**src/rtl/operand_sequencer_pkg.sv**
```systemverilog
// Shared types and constants for the operand sequencer and its table.
package operand_sequencer_pkg;

  localparam int unsigned ROWS = 4;
  localparam int unsigned COLS = 4;
  localparam int unsigned NENT = 16;
  localparam int unsigned IDXW = 4;
  localparam int unsigned ROWW = 2;
  localparam int unsigned COLW = 2;
  localparam int unsigned DW   = 8;

  typedef logic [DW-1:0] uint8_t;
  typedef uint8_t [ROWS-1:0][COLS-1:0] table_t;

  typedef enum logic [1:0] {
    IDLE,
    RUN,
    FIN
  } state_e;

  // Power-on content of entry [r][c] is its row-major index.
  function automatic uint8_t init_entry(input int unsigned r, input int unsigned c);
    return DW'(r * COLS + c);
  endfunction

endpackage

```
**src/rtl/operand_table.sv**
```systemverilog
// 4x4 byte register file: reset to index pattern, one write port, two async read ports.
module operand_table
  import operand_sequencer_pkg::*;
(
  input  logic            clk,
  input  logic            rst,
  input  logic            wr_en,
  input  logic [ROWW-1:0] wr_row,
  input  logic [COLW-1:0] wr_col,
  input  uint8_t          wr_data,
  input  logic [IDXW-1:0] rd_idx_a,
  input  logic [IDXW-1:0] rd_idx_b,
  output uint8_t          rd_a_c,
  output uint8_t          rd_b_c
);

  table_t mem;

  always_ff @(posedge clk) begin
    if (rst) begin
      for (int unsigned r = 0; r < ROWS; r++) begin
        for (int unsigned c = 0; c < COLS; c++) begin
          mem[r][c] <= init_entry(r, c);
        end
      end
    end else if (wr_en) begin
      mem[wr_row][wr_col] <= wr_data;
    end
  end

  assign rd_a_c = mem[rd_idx_a[IDXW-1:COLW]][rd_idx_a[COLW-1:0]];
  assign rd_b_c = mem[rd_idx_b[IDXW-1:COLW]][rd_idx_b[COLW-1:0]];

endmodule

```
**src/rtl/operand_sequencer.sv**
```systemverilog
// Sweeps the operand table NPASS times, presenting (table[i], table[i+STRIDE]) pairs
// on a valid/ready handshake and accumulating a mod-256 checksum of A+B.
module operand_sequencer
  import operand_sequencer_pkg::*;
#(
  parameter int unsigned NPASS  = 1,
  parameter int unsigned STRIDE = 1
) (
  input  logic            clk,
  input  logic            rst,
  input  logic            start,
  input  logic            wr_en,
  input  logic [ROWW-1:0] wr_row,
  input  logic [COLW-1:0] wr_col,
  input  uint8_t          wr_data,
  output uint8_t          a,
  output uint8_t          b,
  output logic            valid,
  input  logic            ready,
  output logic            last,
  output logic            busy,
  output logic            done,
  output uint8_t          csum,
  output logic            wr_err
);

  state_e          state, state_d;
  logic [IDXW-1:0] idx, idx_d;
  logic [IDXW-1:0] pass, pass_d;
  uint8_t          a_d, b_d, csum_d;
  logic            valid_d, last_d, load;

  logic            wr_fire;
  logic [IDXW-1:0] wr_idx, rd_idx_b;
  uint8_t          rd_a_c, rd_b_c;

  assign wr_fire  = wr_en && (state == IDLE);
  assign wr_idx   = {wr_row, wr_col};
  assign rd_idx_b = IDXW'(idx_d + IDXW'(STRIDE));

  operand_table u_table (
    .clk      (clk),
    .rst      (rst),
    .wr_en    (wr_fire),
    .wr_row   (wr_row),
    .wr_col   (wr_col),
    .wr_data  (wr_data),
    .rd_idx_a (idx_d),
    .rd_idx_b (rd_idx_b),
    .rd_a_c   (rd_a_c),
    .rd_b_c   (rd_b_c)
  );

  // Bypass a same-cycle IDLE write so a START+WR_EN sweep sees the new value.
  function automatic uint8_t fwd(input logic [IDXW-1:0] ri, input uint8_t rd);
    return (wr_fire && (ri == wr_idx)) ? wr_data : rd;
  endfunction

  always_comb begin
    state_d = state;
    idx_d   = idx;
    pass_d  = pass;
    csum_d  = csum;
    valid_d = valid;
    last_d  = last;
    load    = 1'b0;
    unique case (state)
      IDLE: begin
        if (start) begin
          state_d = RUN;
          idx_d   = '0;
          pass_d  = '0;
          csum_d  = '0;
          valid_d = 1'b1;
          load    = 1'b1;
        end
      end
      RUN: begin
        if (valid && ready) begin
          csum_d = csum + a + b;
          if (last) begin
            state_d = FIN;
            valid_d = 1'b0;
            last_d  = 1'b0;
          end else begin
            load = 1'b1;
            if (idx == IDXW'(NENT - 1)) begin
              idx_d  = '0;
              pass_d = pass + IDXW'(1);
            end else begin
              idx_d = idx + IDXW'(1);
            end
          end
        end
      end
      FIN: begin
        state_d = IDLE;
      end
      default: begin
        state_d = IDLE;
        valid_d = 1'b0;
      end
    endcase
    if (load) begin
      last_d = (idx_d == IDXW'(NENT - 1)) && (pass_d == IDXW'(NPASS - 1));
    end
    a_d = load ? fwd(idx_d, rd_a_c) : a;
    b_d = load ? fwd(rd_idx_b, rd_b_c) : b;
  end

  always_ff @(posedge clk) begin
    if (rst) begin
      state  <= IDLE;
      idx    <= '0;
      pass   <= '0;
      a      <= '0;
      b      <= '0;
      valid  <= 1'b0;
      last   <= 1'b0;
      busy   <= 1'b0;
      done   <= 1'b0;
      csum   <= '0;
      wr_err <= 1'b0;
    end else begin
      state  <= state_d;
      idx    <= idx_d;
      pass   <= pass_d;
      a      <= a_d;
      b      <= b_d;
      valid  <= valid_d;
      last   <= last_d;
      busy   <= (state_d != IDLE);
      done   <= (state_d == FIN);
      csum   <= csum_d;
      wr_err <= wr_en && (state != IDLE);
    end
  end

endmodule

```
**config.mk**
```make
export PLATFORM = sky130hd
export DESIGN_NAME = operand_sequencer
export DESIGN_NICKNAME = d
export VERILOG_FILES = /design/src/rtl/operand_sequencer_pkg.sv /design/src/rtl/operand_table.sv /design/src/rtl/operand_sequencer.sv
export SDC_FILE = /design/constraint.sdc
export NUM_CORES = 1
export LEC_CHECK = 0
export ABC_AREA = 1
export CELL_PAD_IN_SITES_DETAIL_PLACEMENT = 0
export CELL_PAD_IN_SITES_GLOBAL_PLACEMENT = 1
export CORE_MARGIN = 3
export CORE_UTILIZATION = 39
export DETAILED_ROUTE_END_ITERATION = 6
export GPL_TIMING_DRIVEN = 0
export PLACE_DENSITY = 0.75
export SETUP_SLACK_MARGIN = 0.1
export SYNTH_ARGS = -nofsm -noshare
export SYNTH_HDL_FRONTEND = slang
export SYNTH_SLANG_ARGS = --single-unit
```
**constraint.sdc**
```tcl
create_clock -name clk -period 7.85 [get_ports clk]
set_clock_uncertainty 0.05 [all_clocks]
set_input_delay 2.355 -clock clk [delete_from_list [all_inputs] [get_ports clk]]
set_output_delay 2.355 -clock clk [all_outputs]
set_load 0.1 [all_outputs]
```
Yosys cells after proc, flatten, opt, wreduce, memory -nomap -nowiden
Index checks and enable logic that the tools add are counted.
- flip-flop bits (word level): 167
- input port bits: 17
- logic and storage cells: 112
- $add $sub $neg: 5
- magnitude comparators: 8
- eq/ne operators: 10
- mux-type cells: 43
- bitwise operators: 1
- reduce and logical (&&, ||, !) cells: 18
- operators by type and width (operator ; number):
    binary-select mux 32 bit (select 2 bit) ; 2
    bitwise mux 128 bit ; 1
    two-way mux 32 bit ; 3
    demux 32 bit (select 2 bit) ; 1
    two-way mux 8 bit ; 7
    binary-select mux 8 bit (select 2 bit) ; 2
    two-way mux 4 bit ; 8
    < comparator 2 x 3 -> 1 bit, second input constant ; 6
    adder 8 bit ; 2
    demux 8 bit (select 2 bit) ; 1
    one-hot mux 4 bit (2 select lines) ; 2
    one-hot mux 8 bit (2 select lines) ; 1
    adder 4 x 1 -> 4 bit, second input constant ; 3
    nonzero test 2 bit ; 5
    two-way mux 1 bit ; 9
    equality test 4 bit ; 2
    equality test 4 bit, second input constant ; 2
    logical AND 1 bit ; 8
    two-way mux 2 bit ; 3
    != test 2 bit, second input constant ; 3
    equality test 2 bit, second input constant ; 2
    greater-or-equal comparator 2 x 1 -> 1 bit, second input constant ; 2
    logical NOT 4 bit ; 1
    one-hot mux 2 bit (2 select lines) ; 1
    8 further kinds ; 8

Depth between registers and ports, before layout
Gate-level depths: netlist of run 1.
- depth after elaboration: 11
- mapped depth: 24
- gate-level depth less buffers: 20

Modules after synthesis
A second synthesis of run 1 with hierarchy kept.
- cell total of the unflattened synthesis: 1526
- area total of the unflattened synthesis: 9594.2 um^2
- by module, submodules not included (module ; times used ; cells an instance ; area each (um^2) ; seq. area each (um^2)):
    operand_table ; 1 ; 1177 ; 7141.8 ; 2562.5
    operand_sequencer ; 1 ; 349 ; 2452.4 ; 780.7

Least setup slack after synthesis of run 1
Ideal clock, no wire load.
- path kind: input -> register
- start: in ready
- end: reg b[4]
- setup time: 0.069 ns
- arrival time: 4.665 ns
- required time: 7.731 ns
- slack: 3.066 ns
- stages: 18
- cells stage by stage: nand2_2 > nor2_4 > nand2_1 > nand2_1 > nand3_1 > nand2_2 > buf_6 > clkbuf_1 > ha_1 > clkbuf_1 > xnor2_1 > nand3_1 > nor2_4 > nand3_2 > buf_6 > o21ai_1 > inv_1 > a21oi_2
- word-level cells in the longest chain between the ends: 9
- ends and longest elaborated chain (item ; line ; text):
    start: declaration ; operand_sequencer.sv:19 ; input logic ready,
    logical AND 1 bit (*) ; operand_sequencer.sv:79 ; if (valid && ready) begin
    two-way mux 4 bit (*) ; operand_sequencer.sv:79 ;
    one-hot mux 4 bit (2 select lines) (*) ; operand_sequencer.sv:67 ; unique case (state)
    net idx_d[0] ; operand_sequencer.sv:28 ; logic [IDXW-1:0] idx, idx_d;
    adder 4 x 1 -> 4 bit (*) ; operand_sequencer.sv:39 ; assign rd_idx_b = IDXW'(idx_d + IDXW'(STRIDE));
    binary-select mux 32 bit (select 2 bit) ; operand_table.sv:32 ; assign rd_b_c = mem[rd_idx_b[IDXW-1:COLW]][rd_idx_b[COLW-1:0]];
    two-way mux 32 bit (implied by the code) ; operand_table.sv:32 ;
    binary-select mux 8 bit (select 2 bit) ; operand_table.sv:32 ;
    two-way mux 8 bit (implied by the code) ; operand_table.sv:32 ;
    two-way mux 8 bit (*) ; operand_sequencer.sv:56 ; return (wr_fire && (ri == wr_idx)) ? wr_data : rd;
    end signal: assignment ; operand_sequencer.sv:117 ; b <= '0;
    end signal: assignment ; operand_sequencer.sv:129 ; b <= b_d;
    end: declaration ; operand_sequencer.sv:17 ; output uint8_t b,
Mark *: on every way through the listed nets, which the timed path passes. The rest lies on a longest branch. The select of a mux whose other input is x is not followed.
A chain may end at the register's enable or synchronous reset.

Worst setup path after layout of run 1
Ends and elaborated chain as after synthesis.

==> results.json, run 1 <==
{
  "drtIter0Drc": 1355,
  "synth_area_leaders": "dfxtp_1 (36%), nand2_1 (11%), o21ai_0 (8.8%)",
  "ant_nets": 0,
  "required_ns": 8.13,
  "max_freq_mhz": 159.5,
  "cts-resized-gates": 0,
  "crit_path_end_kind": "flop",
  "clk_path_buf_depth": 2,
  "hold_buffers": 0,
  "netlist.area_leader.share_pct": 35.72,
  "synth.distinct_cells": 39,
  "synth.avg_cell_area_sq_um": 6.832,
  "slew_violations": 0,
  "grt_usage_pct": 30.79,
  "antenna_found_initial": 0,
  "dpl_cell_area_sq_mm": 0.01021,
  "worst_r2r_path_depth": 19,
  "synth_edf_count": 0,
  "start_kind": "input pin",
  "yosys_warnings": 0,
  "rsz0062_at_grt": "false",
  "ys_seq_elements": 167,
  "gp_congestion": 0.9737,
  "top_usage_layer": "met2",
  "critPathArrivalTime_ns": 6.55,
  "hold_viol_final": 0,
  "post-route-period-util_pct": 79.86,
  "grtUsageMet2_pct": 48.42,
  "die_w_um": 160.9,
  "grtUsageMet3_pct": 8.099,
  "hold_class": "reg -> reg",
  "rows": 56,
  "reg2reg_to": "b[4]",
  "ys_top_cells_by_count": "nand2_1 (276), dfxtp_1 (167), o21ai_0 (165), nand3_1 (156), a21oi_1 (128)",
  "drive_gt1_share_pct": 7.400,
  "n_antenna_cell": 0,
  "synth.most_common_cell": "nand2_1",
  "setup_viol": 0,
  "power_density_mw_per_mm2": 190.6,
  "core-area_sq_mm": 0.02354,
  "boundaryPins": 46,
  "async_flop_share_pct": 0,
  "wl_um": 40280,
  "status": "completed",
  "min_path_cells": 2,
  "viasPerCell": 5.670,
  "clkTransAtPathRegs_ns": 0.06,
  "htreeDepth": 4,
  "cts_setup_buffers": 0,
  "via_count": 10010,
  "grt_pass1_vias": 9434,
  "r2r_start": "idx[0]",
  "die_area_sq_mm": 0.02590,
  "synth.net_count": 1404,
  "firstDrtPassIters": 6,
  "yosysTopAreaCell": "dfxtp_1",
  "r2r_setup_slack_ns": 3.57,
  "initial_core_util_pct": 39.76,
  "finalSetupTns_ns": 0,
  "synthToLayoutAreaGrowth_pct": 15.45,
  "cts_root_buf": "clkbuf_16",
  "syn-instance-count": 1370,
  "whs_endpoint": "csum[6]",
  "wl_per_cell_um": 22.82,
  "port_buffers": 45,
  "maxCapViolCount": 0,
  "dp.final_hpwl_um": 28590,
  "power_leakage_uw": 0.004503,
  "cts_tree": "yes",
  "worstSetupPathType": "in -> reg",
  "worst_slew_pin_slew_ns": 0.9876,
  "numCtsBuffers": 17,
  "fin_nets": 1468,
  "fin_area_sq_mm": 0.01081,
  "slew_headroom_pct": 33.95,
  "fp.dieH_um": 160.9,
  "fill_cells": 2535,
  "met1_usage_pct": 39.96,
  "post-route-min-period_ns": 6.269,
  "ir_worst_vdd_mv": 0.1162,
  "clkSinkCount": 167,
  "hp-start": "csum[6]",
  "grt_max_degree": 17,
  "crit_fanout": 10,
  "synth_top_flop_cell": "dfxtp_1",
  "grt_pass1_wl_um": 59370,
  "overflow": 0,
  "synthesis.area_sq_mm": 0.009360,
  "clk_latency_ns": 0.44,
  "synth_seq_area_share_pct": 35.72,
  "drc": 0
}
-- flip-flops by register name, indices dropped and copies added, names as in the netlist, 2 cells and up --
register     flops
b                8
state            2
csum             8
a                8
idx              4
pass             4
u_table.mem    128
-- layout by cell type, fill, tap and decap left out, types with 3 or more instances in the layout --
| master | synthesis | layout |
|---|---|---|
| clkbuf_16 | 0 | 17 |
| o211ai_1 | 82 | 82 |
| buf_2 | 17 | 17 |
| nand3b_1 | 4 | 4 |
| o21ai_0 | 165 | 165 |
| inv_2 | 4 | 4 |
| xnor2_1 | 4 | 4 |
| clkinvlp_4 | 0 | 5 |
| nand2_1 | 276 | 276 |
| dfxtp_1 | 167 | 167 |
| inv_1 | 101 | 101 |
| clkdlybuf4s50_1 | 0 | 45 |
| o21ai_1 | 7 | 7 |
| nand3_2 | 4 | 4 |
| nand4_1 | 7 | 7 |
| clkinv_1 | 6 | 6 |
| nand2_2 | 8 | 8 |
| buf_6 | 11 | 11 |
| fa_1 | 8 | 8 |
| buf_4 | 10 | 10 |
| ha_1 | 9 | 9 |
| nand3_1 | 156 | 156 |
| nor3_1 | 3 | 3 |
| a21oi_1 | 128 | 128 |
| clkbuf_1 | 59 | 59 |
| nor2_1 | 106 | 106 |
| or2_2 | 7 | 7 |
-- critical path: stages --
cell             delay, ns
clkdlybuf4s50_1       0.55
nand2_2               0.12
nor2_4                0.12
nand2_1               0.07
nand2_1               0.06
nand3_1               0.07
nand2_2               0.12
buf_6                 0.18
clkbuf_1              0.70
ha_1                  0.31
nand3_2               0.12
nand2_2               0.14
clkinv_1              0.48
buf_2                 0.42
o21ai_0               0.20
nand2_1               0.08
nand3_1               0.09
nand3_1               0.09
nand3_1               0.19
a21oi_2               0.06
-- power by group --
part	switching, uW	internal [uW]
Sequential	18.9	868
Clock	384	489
Combinational	220	79.0
-- per-layer routing --
metal	part of all wire (%)	routed length, um
met4	4.6	1857
met3	11	4251
met2	44	17770
met5	0	0
met1	41	16400
-- how the worst max path moves through the flow --
stage | start | to | slack [ns] | depth (start not counted)
2_1_floorplan | ready | b[4] | 3.07 | 18
3_3_place_gp | ready | b[4] | 1.29 | 20
3_5_place_dp | ready | b[4] | 1.32 | 20
4_1_cts | ready | b[4] | 1.75 | 20
5_1_grt | ready | b[4] | 1.50 | 20
6_report | ready | b[4] | 1.58 | 20
-- per-stage QoR --
step	power [uW]	cells	hold slack, ns	util, %	setup WS [ns]
2_1_floorplan	1094	1370	0.4106	-	3.066
3_3_place_gp	1198	1734	0.4342	43.37	1.288
3_5_place_dp	1199	1734	0.4370	43.37	1.315
4_1_cts	2063	1765	0.4467	45.90	1.748
5_1_grt	2123	1765	0.4621	45.90	1.504
6_report	2059	1765	0.4456	45.90	1.581
-- final cells by class --
type                    instances  area, sq um  area share (%)
multi-input cells             995         5095           47.15
flip-flops and latches        167         3343           30.94
plain buffers                  97        505.5           4.678
clock buffers                  19        452.9           4.191
repair buffers                 45        450.4           4.168
inverters                     111        416.7           3.856
well taps                     319        399.1           3.693
clock inverters                12        143.9           1.331
-- kinds of logic after synthesis --
| kind of cell | after synthesis | synth area share, % |
|---|---|---|
| buffers and inverters | 208 | 9.851 |
| DFF | 167 | 35.72 |
| adders and majority gates | 17 | 2.914 |
| and+or+nand+nor | 580 | 27.12 |
| xor gates and xnor gates | 8 | 0.9090 |
| AOI/OAI and AO/OA | 390 | 23.49 |
No activity file was read; power rests on OpenSTA's default activity.
==> run 2, diff against run 1 <==
Settings changed: PLACE_DENSITY 0.75 to 0.78.
Clock period 7.85 ns to 5.4 ns, I/O delays scaled along.
==> run 2 against run 1 <==
  * Via count up 2.0%
  * First-iteration DRC count unchanged
  * Sequential power up 45%
  * Die area unchanged
  * Flip-flop and latch count unchanged
  * Utilization down 0.12 points
  * Worst setup slack worse by 0.99 ns
  * Global-route usage down 0.071 points
  * Sequential share of layout area up 0.079 points
  * Count of clock-buffer cells in the layout up 1
  * Wire length about the same
  * Critical endpoint unchanged
  * Highest routed layer unchanged
==> results.json, run 2 (synthesis results as in run 1) <==
{
  "grt_pass1_vias": 9367,
  "overflow": 0,
  "worst_r2r_path_depth": 18,
  "post-route-period-util_pct": 89.09,
  "final_core_util_pct": 45.79,
  "viasPerCell": 5.785,
  "worstSetupPathType": "in -> reg",
  "start_kind": "input pin",
  "initial_core_util_pct": 39.76,
  "die_area_sq_mm": 0.02590,
  "layout_common_cells": "nand2_1 (276), dfxtp_1 (167), o21ai_0 (165), nand3_1 (156), a21oi_1 (128)",
  "via_count": 10210,
  "hold_class": "reg -> reg",
  "hold_buffers": 0,
  "regMostFlops": "u_table.mem",
  "slew_headroom_pct": 33.20,
  "crit_fanout": 19,
  "rows": 56,
  "clkTransAtPathRegs_ns": 0.07,
  "grt_max_degree": 20,
  "worst_slew_pin_slew_ns": 0.9988,
  "power_density_mw_per_mm2": 275.8,
  "critPathArrivalTime_ns": 5.10,
  "core-area_sq_mm": 0.02354,
  "r2r_setup_slack_ns": 1.83,
  "final_common_cell": "nand2_1",
  "numCtsBuffers": 17,
  "drive_gt1_share_pct": 7.400,
  "final_cells": 1765,
  "die_w_um": 160.9,
  "wl_um": 40250,
  "min_path_cells": 2,
  "reg2reg_to": "b[4]",
  "antenna_found_initial": 0,
  "slew_violations": 0,
  "firstDrtPassIters": 6,
  "ir_worst_vdd_mv": 0.1767,
  "max_freq_mhz": 207.9,
  "whs_endpoint": "csum[5]",
  "status": "completed",
  "boundaryPins": 46,
  "fin_nets": 1467,
  "largest_reg_flops": 128,
  "fp.dieH_um": 160.9,
  "hp-start": "csum[5]",
  "htreeDepth": 4,
  "synthToLayoutAreaGrowth_pct": 15.16,
  "post-route-min-period_ns": 4.811,
  "clkSinkCount": 167,
  "clk_latency_ns": 0.45,
  "grt_pass1_wl_um": 59340,
  "grt_usage_pct": 30.72,
  "cts_tree": "yes",
  "rsz0062_at_grt": "false",
  "dp.final_hpwl_um": 28470,
  "drc": 0,
  "crit_path_end_kind": "flop",
  "worstSetupStartpoint": "ready",
  "r2r_start": "idx[0]",
  "maxCapViolCount": 0,
  "gp_congestion": 0.9913,
  "clk_path_buf_depth": 2,
  "cts_root_buf": "clkbuf_16",
  "wl_per_cell_um": 22.81,
  "power_leakage_uw": 0.004503,
  "drtIter0Drc": 1355,
  "required_ns": 5.69,
  "hold_viol_final": 0,
  "n_antenna_cell": 0,
  "port_buffers": 45,
  "ant_nets": 0,
  "setup_viol": 0,
  "post-place-cells": 1734
}
[run 2: cell types whose count changed in the layout (fill, tap and decap cells not counted), sizes merged]
cell,previous run,this run
clkinv,8,11
bufinv,2,1
clkinvlp,5,2
inv,108,109
[run 2: through the flow]
stage	hold slack (ns)	total power [uW]	setup TNS, ns	instance area (sq um)	worst slack (ns)
after detailed placement	0.4388	1743	-2.311	10210	-0.3943
final	0.4502	2973	0	10780	0.5891
after floorplan	0.4106	1590	0	9360	1.351
after global placement	0.4297	1741	-2.190	10210	-0.4022
after global routing	0.4712	3055	0	10780	0.4089
after CTS	0.4491	2959	0	10780	0.7085
[run 2: repair_timing]
| action | CTS | global route |
|---|---|---|
| resized for setup | 0 | 0 |
| buffers inserted | 0 | 0 |
| endpoints found under the setup margin | 2 | 0 |
[run 2: layout make-up]
type,instances,area [sq um]
timing repair buffer,45,450.4
fill,2517,12760
multi-input combinational,995,5095
tap,319,399.1
buffer,96,501.7
clock inverter,12,116.4
clock buffer,20,456.7
sequential,167,3343
inverter,111,416.7
[run 2: metal layers]
metal | GRT usage (%) | part of all wire, % | up-vias
li1 | - | - | 4761
met1 | 41.32 | 42 | 4729
met2 | 48.46 | 44 | 603
met3 | 5.907 | 9.6 | 118
met4 | 12.75 | 4.4 | 0
met5 | 0 | 0 | -
[run 2: where the power goes]
group / leakage (uW) / total, uW / switching [uW] / internal [uW]
Clock: 0.000278 / 1250 / 582 / 666
Combinational: 0.00287 / 437 / 321 / 115
Sequential: 0.00135 / 1290 / 27.2 / 1260
[run 2: worst max-delay path, cell delays in order]
cell and delay, ns:
clkdlybuf4s50_1 0.56, nand2_2 0.12, nor2_4 0.12, nand2_1 0.06, nand2_1 0.05, nand3_1 0.07
nand2_2 0.12, buf_6 0.26, ha_1 0.24, nand3_2 0.13, nand2_2 0.15, clkinv_1 0.43
buf_2 0.40, o21ai_0 0.20, nand2_1 0.07, nand3_1 0.09, nand3_1 0.12, nand3_1 0.19
a21oi_2 0.06
[run 2: how the worst max path moves through the flow]
stage               endpoint  slack (ns)  cells after the start
CTS                     b[4]        0.71                     19
floorplan               b[4]        1.35                     18
detailed placement      b[4]       -0.39                     20
finish                  b[4]        0.59                     19
global route            b[3]        0.41                     19
global placement        b[4]       -0.40                     20
==> run 3, diff against run 2 <==
Settings changed: CTS_CLUSTER_SIZE set to 28.
==> results of run 3 <==
No change in the layout: final DEF, timing and power equal those of run 2.
